--- src/rtl/ws2812_encoder.sv ---
// rtl/ws2812_encoder.sv - WS2812 serial LED frame encoder
//
// Fetches 24-bit GRB words one at a time and serialises them MSB first as
// WS2812 high/low pulses, prefetching the next word into a one-word buffer,
// then holds the line low for the latch period.
//
// Ports:
//   clk_in           clock
//   rst_in           synchronous active-high reset
//   frame_start_in   one-cycle frame start pulse (ignored while busy)
//   word_cnt_in      LEDs in the frame, sampled with frame_start_in, clamped to 64
//   word_req_out     one-cycle word request
//   word_idx_out     index of the requested word
//   word_rdy_in      one-cycle strobe, word_data_in valid for the outstanding request
//   word_data_in     GRB pixel word
//   ws2812_data_out  serial waveform
//   busy_out         frame in progress
//   done_out         one-cycle frame completion pulse
//   underrun_out     sticky: a word arrived too late to avoid a gap
module ws2812_encoder #(
  parameter int T0H_CYC = 20,
  parameter int T1H_CYC = 40,
  parameter int BIT_CYC = 63,
  parameter int RST_CYC = 4000
) (
  input  logic        clk_in,
  input  logic        rst_in,
  input  logic        frame_start_in,
  input  logic [6:0]  word_cnt_in,
  output logic        word_req_out,
  output logic [5:0]  word_idx_out,
  input  logic        word_rdy_in,
  input  logic [23:0] word_data_in,
  output logic        ws2812_data_out,
  output logic        busy_out,
  output logic        done_out,
  output logic        underrun_out
);

  localparam int CYC_W = $clog2(BIT_CYC + 1);
  localparam int LAT_W = $clog2(RST_CYC + 1);

  localparam logic [CYC_W-1:0] T0H      = CYC_W'(T0H_CYC);
  localparam logic [CYC_W-1:0] T1H      = CYC_W'(T1H_CYC);
  localparam logic [CYC_W-1:0] BIT_LAST = CYC_W'(BIT_CYC - 1);
  // The line output is registered, so it lags the state by one cycle; letting
  // the latch counter run to RST_CYC gives RST_CYC full low cycles on the line
  // after the last bit period before done_out rises.
  localparam logic [LAT_W-1:0] LAT_LAST = LAT_W'(RST_CYC);

  typedef enum logic [1:0] {IDLE, FETCH, SEND, LATCH} state_t;

  state_t           state;
  logic [23:0]      shift_reg;
  logic [23:0]      buf_data;
  logic             buf_valid;
  logic             req_pending;
  logic [4:0]       bit_cnt;
  logic [CYC_W-1:0] cyc_cnt;
  logic [LAT_W-1:0] lat_cnt;
  logic [6:0]       word_cnt;
  logic [6:0]       req_cnt;

  logic       bit_end;
  logic       word_end;
  logic       rdy_take;
  logic       more_words;
  logic [6:0] cnt_clamped;

  assign bit_end     = (cyc_cnt == BIT_LAST);
  assign word_end    = bit_end && (bit_cnt == 5'd0);
  assign rdy_take    = word_rdy_in && req_pending;
  assign more_words  = (req_cnt < word_cnt);
  assign cnt_clamped = (word_cnt_in > 7'd64) ? 7'd64 : word_cnt_in;

  always_ff @(posedge clk_in) begin
    if (rst_in) begin
      state           <= IDLE;
      shift_reg       <= '0;
      buf_data        <= '0;
      buf_valid       <= 1'b0;
      req_pending     <= 1'b0;
      bit_cnt         <= '0;
      cyc_cnt         <= '0;
      lat_cnt         <= '0;
      word_cnt        <= '0;
      req_cnt         <= '0;
      word_req_out    <= 1'b0;
      word_idx_out    <= '0;
      ws2812_data_out <= 1'b0;
      busy_out        <= 1'b0;
      done_out        <= 1'b0;
      underrun_out    <= 1'b0;
    end else begin
      word_req_out <= 1'b0;
      done_out     <= 1'b0;
      case (state)
        IDLE: begin
          ws2812_data_out <= 1'b0;
          if (frame_start_in) begin
            underrun_out <= 1'b0;
            if (cnt_clamped == 7'd0) begin
              done_out <= 1'b1;
            end else begin
              state        <= FETCH;
              busy_out     <= 1'b1;
              word_cnt     <= cnt_clamped;
              req_cnt      <= 7'd1;
              word_idx_out <= 6'd0;
              word_req_out <= 1'b1;
              req_pending  <= 1'b1;
              buf_valid    <= 1'b0;
            end
          end
        end

        FETCH: begin
          ws2812_data_out <= 1'b0;
          if (rdy_take) begin
            shift_reg   <= word_data_in;
            req_pending <= 1'b0;
            bit_cnt     <= 5'd23;
            cyc_cnt     <= '0;
            state       <= SEND;
          end
        end

        SEND: begin
          ws2812_data_out <= shift_reg[23] ? (cyc_cnt < T1H) : (cyc_cnt < T0H);
          // A word arriving on the final cycle of a word is loaded directly
          // below, so it only goes to the buffer on other cycles.
          if (rdy_take && !word_end) begin
            buf_data    <= word_data_in;
            buf_valid   <= 1'b1;
            req_pending <= 1'b0;
          end
          // Prefetch the next word at the very start of each word.
          if (bit_cnt == 5'd23 && cyc_cnt == '0 && more_words) begin
            word_req_out <= 1'b1;
            word_idx_out <= req_cnt[5:0];
            req_cnt      <= req_cnt + 7'd1;
            req_pending  <= 1'b1;
          end
          if (bit_end) begin
            cyc_cnt <= '0;
            if (bit_cnt != 5'd0) begin
              bit_cnt   <= bit_cnt - 5'd1;
              shift_reg <= {shift_reg[22:0], 1'b0};
            end else if (buf_valid) begin
              shift_reg <= buf_data;
              buf_valid <= 1'b0;
              bit_cnt   <= 5'd23;
            end else if (rdy_take) begin
              shift_reg   <= word_data_in;
              req_pending <= 1'b0;
              bit_cnt     <= 5'd23;
            end else if (req_pending) begin
              // Outstanding request stands; FETCH loads it when it arrives.
              underrun_out <= 1'b1;
              state        <= FETCH;
            end else begin
              state   <= LATCH;
              lat_cnt <= '0;
            end
          end else begin
            cyc_cnt <= cyc_cnt + 1'b1;
          end
        end

        LATCH: begin
          ws2812_data_out <= 1'b0;
          if (lat_cnt == LAT_LAST) begin
            lat_cnt  <= '0;
            state    <= IDLE;
            busy_out <= 1'b0;
            done_out <= 1'b1;
          end else begin
            lat_cnt <= lat_cnt + 1'b1;
          end
        end

        default: state <= IDLE;
      endcase
    end
  end

endmodule

--- config.mk ---
export PLATFORM = sky130hd
export DESIGN_NAME = ws2812_encoder
export DESIGN_NICKNAME = d
export VERILOG_FILES = /design/src/rtl/ws2812_encoder.sv
export SDC_FILE = /design/constraint.sdc
export NUM_CORES = 1
export LEC_CHECK = 0
export CORE_UTILIZATION = 40
export DETAILED_ROUTE_END_ITERATION = 7
export GPL_ROUTABILITY_DRIVEN = 0
export PLACE_DENSITY = 0.69
export RECOVER_POWER = 50
export SLEW_MARGIN = 20
export SYNTH_ARGS = -nofsm -noshare
export SYNTH_HDL_FRONTEND = slang
export SYNTH_SLANG_ARGS = --single-unit
export TNS_END_PERCENT = 100
--- constraint.sdc ---
create_clock -name clk_in -period 3.7 [get_ports clk_in]
set_clock_uncertainty 0.05 [all_clocks]
set_input_delay 0.555 -clock clk_in [delete_from_list [all_inputs] [get_ports clk_in]]
set_output_delay 0.555 -clock clk_in [all_outputs]
set_load 0.005 [all_outputs]
=== Word-level counts from Yosys, hierarchy flattened ===
Cells that the tools add are included.

* Register bits: 100
* Output and inout port bits: 11
* Logic and storage cells: 145

* $add $sub $neg: 4
* Magnitude comparators: 4
* Equal/unequal tests: 17
* Mux-type cells: 75
* Bitwise logic cells: 1
* Reductions and logical operators: 28

{| class="wikitable"
|+ Operators by type and width
! operator !! number
|-
| 2-to-1 mux 24 bit || 4
|-
| 2-to-1 mux 12 bit || 6
|-
| one-hot mux 24 bit (2 select lines) || 1
|-
| 2-to-1 mux 6 bit || 5
|-
| 2-to-1 mux 1 bit || 29
|-
| 2-to-1 mux 7 bit || 4
|-
| one-hot mux 12 bit (2 select lines) || 1
|-
| one-hot mux 6 bit (2 select lines) || 2
|-
| != test 2 bit (second input constant) || 11
|-
| 2-to-1 mux 5 bit || 4
|-
| 2-to-1 mux 2 bit || 9
|-
| one-hot mux 7 bit (2 select lines) || 1
|-
| adder 12 x 1 -> 12 bit (second input constant) || 1
|-
| equality test 12 bit (second input constant) || 1
|-
| one-hot mux 1 bit (2 select lines) || 6
|-
| AND reduction 4 bit || 3
|-
| one-hot mux 5 bit (2 select lines) || 1
|-
| one-hot mux 2 bit (4 select lines) || 1
|-
| AND reduction 8 bit || 1
|-
| nonzero test 2 bit || 4
|-
| adder 7 x 1 -> 7 bit (second input constant) || 1
|-
| > comparator 7 bit (second input constant) || 1
|-
| zero test 7 bit || 1
|-
| less-than comparator 7 bit || 1
|-
| other kinds (22) || 30
|}

=== Depth between registers and ports, before layout ===
Gate-level depths: netlist of run 1.

* Depth in word-level cells: 11
* Depth in mapped cells: 10
* Gate-level depth less buffers: 7

=== Least setup slack after synthesis of run 1 ===
Ideal clock, no wire load.

* Path type: register -> register
* Start point: reg word_cnt[6]
* End point: reg req_cnt[1]
* Library setup time: 0.061 ns
* Data arrival time: 1.978 ns
* Setup slack: 1.611 ns
* Cell stages (with the launch flop): 8
* Buffers on the path: 0
* Period minus slack after synthesis: 2.089 ns
* Cell sequence: dfxtp_1 inv_1 ha_1 a211oi_1 nand4_1 a311o_1 nor4_2 a22o_1

* Word-level cells in the longest chain between the ends: 4

{| class="wikitable"
|+ RTL lines
! element !! line !! RTL
|-
| start, declared || 61 || <nowiki>logic [6:0] word_cnt;</nowiki>
|-
| start signal, assigned || 107 || <nowiki>word_cnt <= cnt_clamped;</nowiki>
|-
| less-than comparator 7 bit || 73 || <nowiki>assign more_words = (req_cnt < word_cnt);</nowiki>
|-
| logical AND 1 bit || 138 || <nowiki>if (bit_cnt == 5'd23 && cyc_cnt == '0 && more_words) begin</nowiki>
|-
| != test 2 bit (no line) || - ||
|-
| AND reduction 4 bit (no line) || - ||
|-
| end signal, assigned || 141 || <nowiki>req_cnt <= req_cnt + 7'd1;</nowiki>
|-
| end, declared || 62 || <nowiki>logic [6:0] req_cnt;</nowiki>
|}

Every way passes these cells.
A chain may end at the register's enable or synchronous reset.

=== Final worst setup path of run 1 ===
* Start point: in word_cnt_in[6]
* End point: reg word_idx_out[3]

* Word-level cells in the longest chain between the ends: 5

{| class="wikitable"
|+ RTL lines
! element !! line !! RTL
|-
| start, declared || 29 || <nowiki>input logic [6:0] word_cnt_in,</nowiki>
|-
| > comparator 7 bit || 74 || <nowiki>assign cnt_clamped = (word_cnt_in > 7'd64) ? 7'd64 : word_cnt_in;</nowiki>
|-
| 2-to-1 mux 7 bit * || 74 ||
|-
| zero test 7 bit * || 102 || <nowiki>if (cnt_clamped == 7'd0) begin</nowiki>
|-
| != test 2 bit (no line) * || - ||
|-
| AND reduction 4 bit (no line) * || - ||
|-
| end signal, assigned || 140 || <nowiki>word_idx_out <= req_cnt[5:0];</nowiki>
|-
| end, declared || 31 || <nowiki>output logic [5:0] word_idx_out,</nowiki>
|}

Mark *: on every way between the ends. The rest lies on a longest branch, timed or not.

==> flow_summary.yaml, run 1 <==
run_status:
  status: "completed"
final_layout:
  final_cells: 757
  layout.cells.most_common: "dfxtp_1"
  area_growth_pct: 17.15
  finalInstanceArea_um2: 5708
  antenna_cells: 0
  final_util_pct: 48.94
  nets: 663
  drive_above_1_share_pct: 7.655
  layout_common_cells: "100 x dfxtp_1, 67 x nand2_1, 57 x nor2_1"
power_and_ir_drop:
  p_leak_nw: 1.914
  fin_total_pwr_mw: 2.856
  irDropWorstVdd_uv: 212.4
  p_per_area_nw_per_um2: 500.4
logic_synthesis:
  seq_area_frac_synth_pct: 41.09
  synthesis.area_um2: 4872
  synthFlopType: "dfxtp_1"
  syn-num-nets: 630
  synth_top_area_share_pct: 41.09
  synth-async-reset-ratio_pct: 0
  ys_warn_count: 0
  ys_seq_elements: 100
  syn_avg_cell_area_um2: 8.459
  synth_edf_count: 0
  syn_inst: 576
  yosys.cell_types.count: 60
  yosys-top-cells-area: "dfxtp_1 41%, a211oi_1 5.4%, a21oi_1 5.3%, nand2_1 5.2%, ha_1 4.9%"
  synth_top_area_cell: "dfxtp_1"
grt:
  grt_pass1_vias: 3904
  grt_max_degree: 31
  grt_pass1_wl_um: 19010
  antenna_found_initial: 0
  grt_usage_pct: 18.65
  overflow: 0
worst_setup_path:
  timing.rr.start: "state[0]"
  crit_start: "word_cnt_in[6]"
  startpoint_type: "primary input"
  crit_required_ns: 3.94
  endpoint_kind: "flip-flop"
  critPathKind: "primary input to flip-flop"
  worstPathArrival_ns: 3.38
  critPathMaxFanout: 14
detailed_routing:
  wl_um: 11430
  wl_per_cell_um: 15.09
  vias: 4269
  ant_nets: 0
  drtIter0Drc: 189
  via_per_inst: 5.639
  drtPass1Iterations: 4
  drc: 0
placed_design:
  place_ws_ns: 0.6940
  portBuffers: 45
  placed_area_um2: 5440
  dp_cells: 741
  place_hpwl_um: 7803
flow_run:
  drv_cap: 0
sta:
  worst_slew_pin_slew_ns: 1.424
  report.final.hold_viol_count: 0
  fin_hold_ws_ns: 0.4066
  fin_tns_setup_ns: 0
  setup_viol: 0
  rsz0062_at_grt: "false"
  drv_slew: 0
  worst_slack_ns: 0.5620
  period_share_pct: 84.81
  fmax_mhz: 318.7
  period_minus_slack_ns: 3.138
  slew_headroom_pct: 4.086
clock_tree:
  cts_tree: "built"
  cts_buffers: 9
  cts_buffer_depth: 2
  root_buffer: "clkbuf_16"
  post_cts_resized: 0
  cts_hold_buf: 0
  htreeDepth: 3
  cts_sinks: 100
  clkTransAtPathRegs_ns: 0.07
  clk_latency_ns: 0.35
  post_cts_buffers: 0
hold_path:
  hold_path_class: "flip-flop to flip-flop"
  worstHoldStart: "buf_data[15]"
floorplanning:
  core-area_um2: 11660
  die_h_um: 112.4
  start_util_pct: 41.78
  dieArea_um2: 12630
  dieWidth_um: 112.4
  num_rows: 39
  ios: 46
==> kinds of logic (layout without fill, tap and decap cells) <==
| family | Yosys count | count (layout) | synth area share (%) |
|---|---|---|---|
| AO/OA/AOI/OAI | 183 | 183 | 25.83 |
| flip-flops | 100 | 100 | 41.09 |
| XOR/XNOR | 15 | 15 | 2.697 |
| AND/OR/NAND/NOR | 199 | 199 | 20.16 |
| adder cells (fa/ha/maj) | 19 | 19 | 4.879 |
| buffers and inverters | 60 | 98 | 5.341 |
==> final cells by class <==
| cell class | instances | area, um^2 |
|---|---|---|
| Sequential cell | 100 | 2002 |
| Tap cell | 143 | 178.9 |
| Fill cell | 1082 | 5954 |
| Clock buffer | 11 | 242.7 |
| Clock inverter | 5 | 35.03 |
| Inverter | 25 | 93.84 |
| Timing Repair Buffer | 57 | 531.8 |
| Multi-Input combinational cell | 416 | 2624 |
==> critical path, stage by stage <==
cell and delay, ns:
dlygate4sd3_1 0.64, nor4_1 0.61, a21o_1 0.38, o21ai_0 0.13, clkbuf_1 0.31, a21oi_1 0.52
a22o_1 0.23
==> routing by layer <==
metal	share of wire [%]	routed length (um)	track usage (%)	vias to the layer above
li1	-	-	-	2165
met4	1.9	215	8.889	0
met3	3.6	409	2.754	16
met2	46	5251	29.52	78
met5	0	0	0	-
met1	49	5548	25.06	2010
==> power breakdown <==
group          total [mW]  switching (mW)  internal [mW]
clock network       0.890           0.414          0.476
logic               0.743           0.471          0.272
registers            1.22          0.0640           1.16
==> worst paths after layout <==
path                endpoint  depth (start not counted)  slack (ns)
max          word_idx_out[3]                          7        0.56
min             buf_data[15]                          2        0.41
min reg2reg     buf_data[15]                          2        0.41
max reg2reg  word_idx_out[3]                          8        0.89
==> synthesized netlist by cell type, types with 2 or more instances <==
master	instances
nor3_1	6
nand2b_1	2
dfxtp_1	100
buf_2	7
nand2_1	67
a31o_2	5
nand3b_1	2
a21boi_0	3
or3_1	2
ha_1	19
nand3_1	10
and2_1	2
nor2b_1	2
buf_4	3
buf_6	2
xor2_1	3
or4_1	2
clkbuf_1	22
o31ai_1	2
a211oi_1	35
or4b_1	2
a21o_1	3
inv_1	24
o21ai_0	32
o22a_1	24
a311oi_1	2
a311o_1	2
nor3b_1	7
nor4_1	2
nand4_1	16
nand2_2	2
and3_1	8
o41ai_1	2
nor4_2	2
a2111oi_2	2
a21oi_1	52
nor2_1	57
xnor2_1	12
a22o_1	7
and4bb_2	2
Power figures use the tool's default switching activity.
==> run 2: changes to the inputs <==
==> constraint.sdc (replaced) <==
create_clock -name clk_in -period 3.2 [get_ports clk_in]
set_clock_uncertainty 0.05 [all_clocks]
set_input_delay 0.48 -clock clk_in [delete_from_list [all_inputs] [get_ports clk_in]]
set_output_delay 0.48 -clock clk_in [all_outputs]
set_load 0.005 [all_outputs]
==> run 2 against run 1 <==
Combinational power is 17% higher. Register-to-register slack lost 0.17 ns. Worst setup slack gained 0.16 ns. Non-clock buffer count up 1. Sequential power up 16%. Total power is 22% higher. Design area up 0.85%. Sequential share of layout area shrank 0.30 points. Critical path type is now flip-flop to flip-flop. Highest routed layer unchanged.
==> flow_summary.yaml, run 2 (synthesis results as in run 1) <==
run_status:
  status: "completed"
clock_tree:
  cts_sinks: 100
  cts_tree: "built"
  clkTransAtPathRegs_ns: 0.07
  cts_buffer_depth: 2
  root_buffer: "clkbuf_16"
  post_cts_buffers: 0
  cts_buffers: 9
  cts_hold_buf: 0
  htreeDepth: 3
  post_cts_resized: 0
  clk_latency_ns: 0.34
worst_setup_path:
  cp.depth: 8
  critPathTopFamily: "simple AND/OR/NAND/NOR gates"
  ff2ff_path_depth: 8
  endpoint_kind: "flip-flop"
  rr_endpoint: "lat_cnt[11]"
  reg2reg_slack_ns: 0.72
  startpoint_type: "flip-flop"
  cp-endpoint: "lat_cnt[11]"
  crit_start: "bit_cnt[0]"
  crit_required_ns: 3.37
  cp_cell_sequence: "inv_1, ha_1, nor4b_2, nand4_1, buf_4, a2111oi_2, xnor2_1, nor2_1"
  path_buf_inv: 2
  max_stage_delay_ns: 0.43
  timing.rr.start: "bit_cnt[0]"
  critPathSlowestCell: "a2111oi_2"
  critPathKind: "flip-flop to flip-flop"
  worstPathArrival_ns: 2.65
  critPathMaxFanout: 7
floorplanning:
  num_rows: 39
  ios: 46
  die_h_um: 112.4
  dieArea_um2: 12630
  core-area_um2: 11660
  start_util_pct: 41.78
  dieWidth_um: 112.4
detailed_routing:
  drtPass1Iterations: 4
  ant_nets: 0
  drc: 0
  wl_per_cell_um: 15.43
  drtIter0Drc: 369
  wl_um: 11700
  vias: 4318
  via_per_inst: 5.697
sta:
  worst_slew_pin_slew_ns: 0.7430
  period_share_pct: 77.52
  slew_headroom_pct: 50.47
  fin_tns_setup_ns: 0
  drv_slew: 0
  report.final.hold_viol_count: 0
  setup_viol: 0
  fmax_mhz: 403.1
  period_minus_slack_ns: 2.481
  rsz0062_at_grt: "false"
final_layout:
  antenna_cells: 0
  layout.cells.most_common: "dfxtp_1"
  final_cells: 758
  drive_above_1_share_pct: 7.642
  fill_cells: 1074
  final_util_pct: 49.36
  layout_common_cells: "100 x dfxtp_1, 67 x nand2_1, 57 x nor2_1"
  nets: 664
  area_growth_pct: 18.16
flow_run:
  drv_cap: 0
power_and_ir_drop:
  p_int_mw: 2.387
  switchingPower_mw: 1.103
  p_comb_share_pct: 24.9
  irDropWorstVdd_uv: 235.2
  power_frac_seq_pct: 40.5
  switching_share_pct: 31.60
  fin_total_pwr_mw: 3.490
  p_leak_nw: 1.942
  p_per_area_nw_per_um2: 606.2
  p_clk_share_pct: 34.5
grt:
  grt_usage_pct: 19.22
  grt_pass1_vias: 3964
  grt_max_degree: 60
  grt_pass1_wl_um: 19630
  antenna_found_initial: 0
  overflow: 0
placed_design:
  portBuffers: 45
  place_hpwl_um: 7754
  dp_cells: 742
hold_path:
  hold_path_class: "flip-flop to flip-flop"
-- run 2: worst min-delay path, delay by kind of cell (launching register included) --
family / cells / cell delay (ns)
and+or+nand+nor: 1 / 0.05
DFF: 1 / 0.31
AOI/OAI and AO/OA: 1 / 0.05
-- run 2: worst min path at each step --
stage	slack, ns	cells past startpoint	to	start
3_5_place_dp	0.40	2	buf_data[8]	buf_data[8]
3_3_place_gp	0.39	2	buf_data[19]	buf_data[19]
5_1_grt	0.42	2	buf_data[16]	buf_data[16]
6_report	0.41	2	buf_data[12]	buf_data[12]
4_1_cts	0.41	2	buf_data[8]	buf_data[8]
2_1_floorplan	0.38	2	word_cnt[0]	word_cnt[0]
-- run 2: per-stage QoR --
step                      area, um^2  hold slack [ns]  setup WS [ns]
after floorplan                 4872           0.3773          1.111
after global placement          5448           0.3924         0.6188
after detailed placement        5448           0.3997         0.5032
after CTS                       5782           0.4090         0.6542
after global routing            5757           0.4184         0.4767
final                           5757           0.4079         0.7194
-- run 2: routing by layer --
layer	share of wire [%]	wire, um	vias to the layer above	track usage (%)
met2	46	5323	73	30.35
met3	3.0	348	18	3.402
li1	-	-	2164	-
met5	0	0	-	0
met1	50	5799	2063	26.11
met4	1.9	224	0	7.556
-- run 2: layout make-up --
| type | instances | area [um^2] | share of cell area (%) |
|---|---|---|---|
| sequential | 100 | 2002 | 34.78 |
| tap | 143 | 178.9 | 3.108 |
| clock buffer | 11 | 252.7 | 4.390 |
| multi-input combinational | 416 | 2611 | 45.36 |
| inverter | 25 | 93.84 | 1.630 |
| timing repair buffer | 58 | 536.8 | 9.324 |
| clock inverter | 5 | 81.33 | 1.413 |
-- run 2: power groups by stage --
stage	Combinational (mW)	Clock, mW	Sequential (mW)
floorplan	0.599	0	1.42
global placement	0.859	0	1.44
detailed placement	0.877	0	1.44
CTS	0.884	1.23	1.41
global route	0.962	1.27	1.43
finish	0.869	1.21	1.41
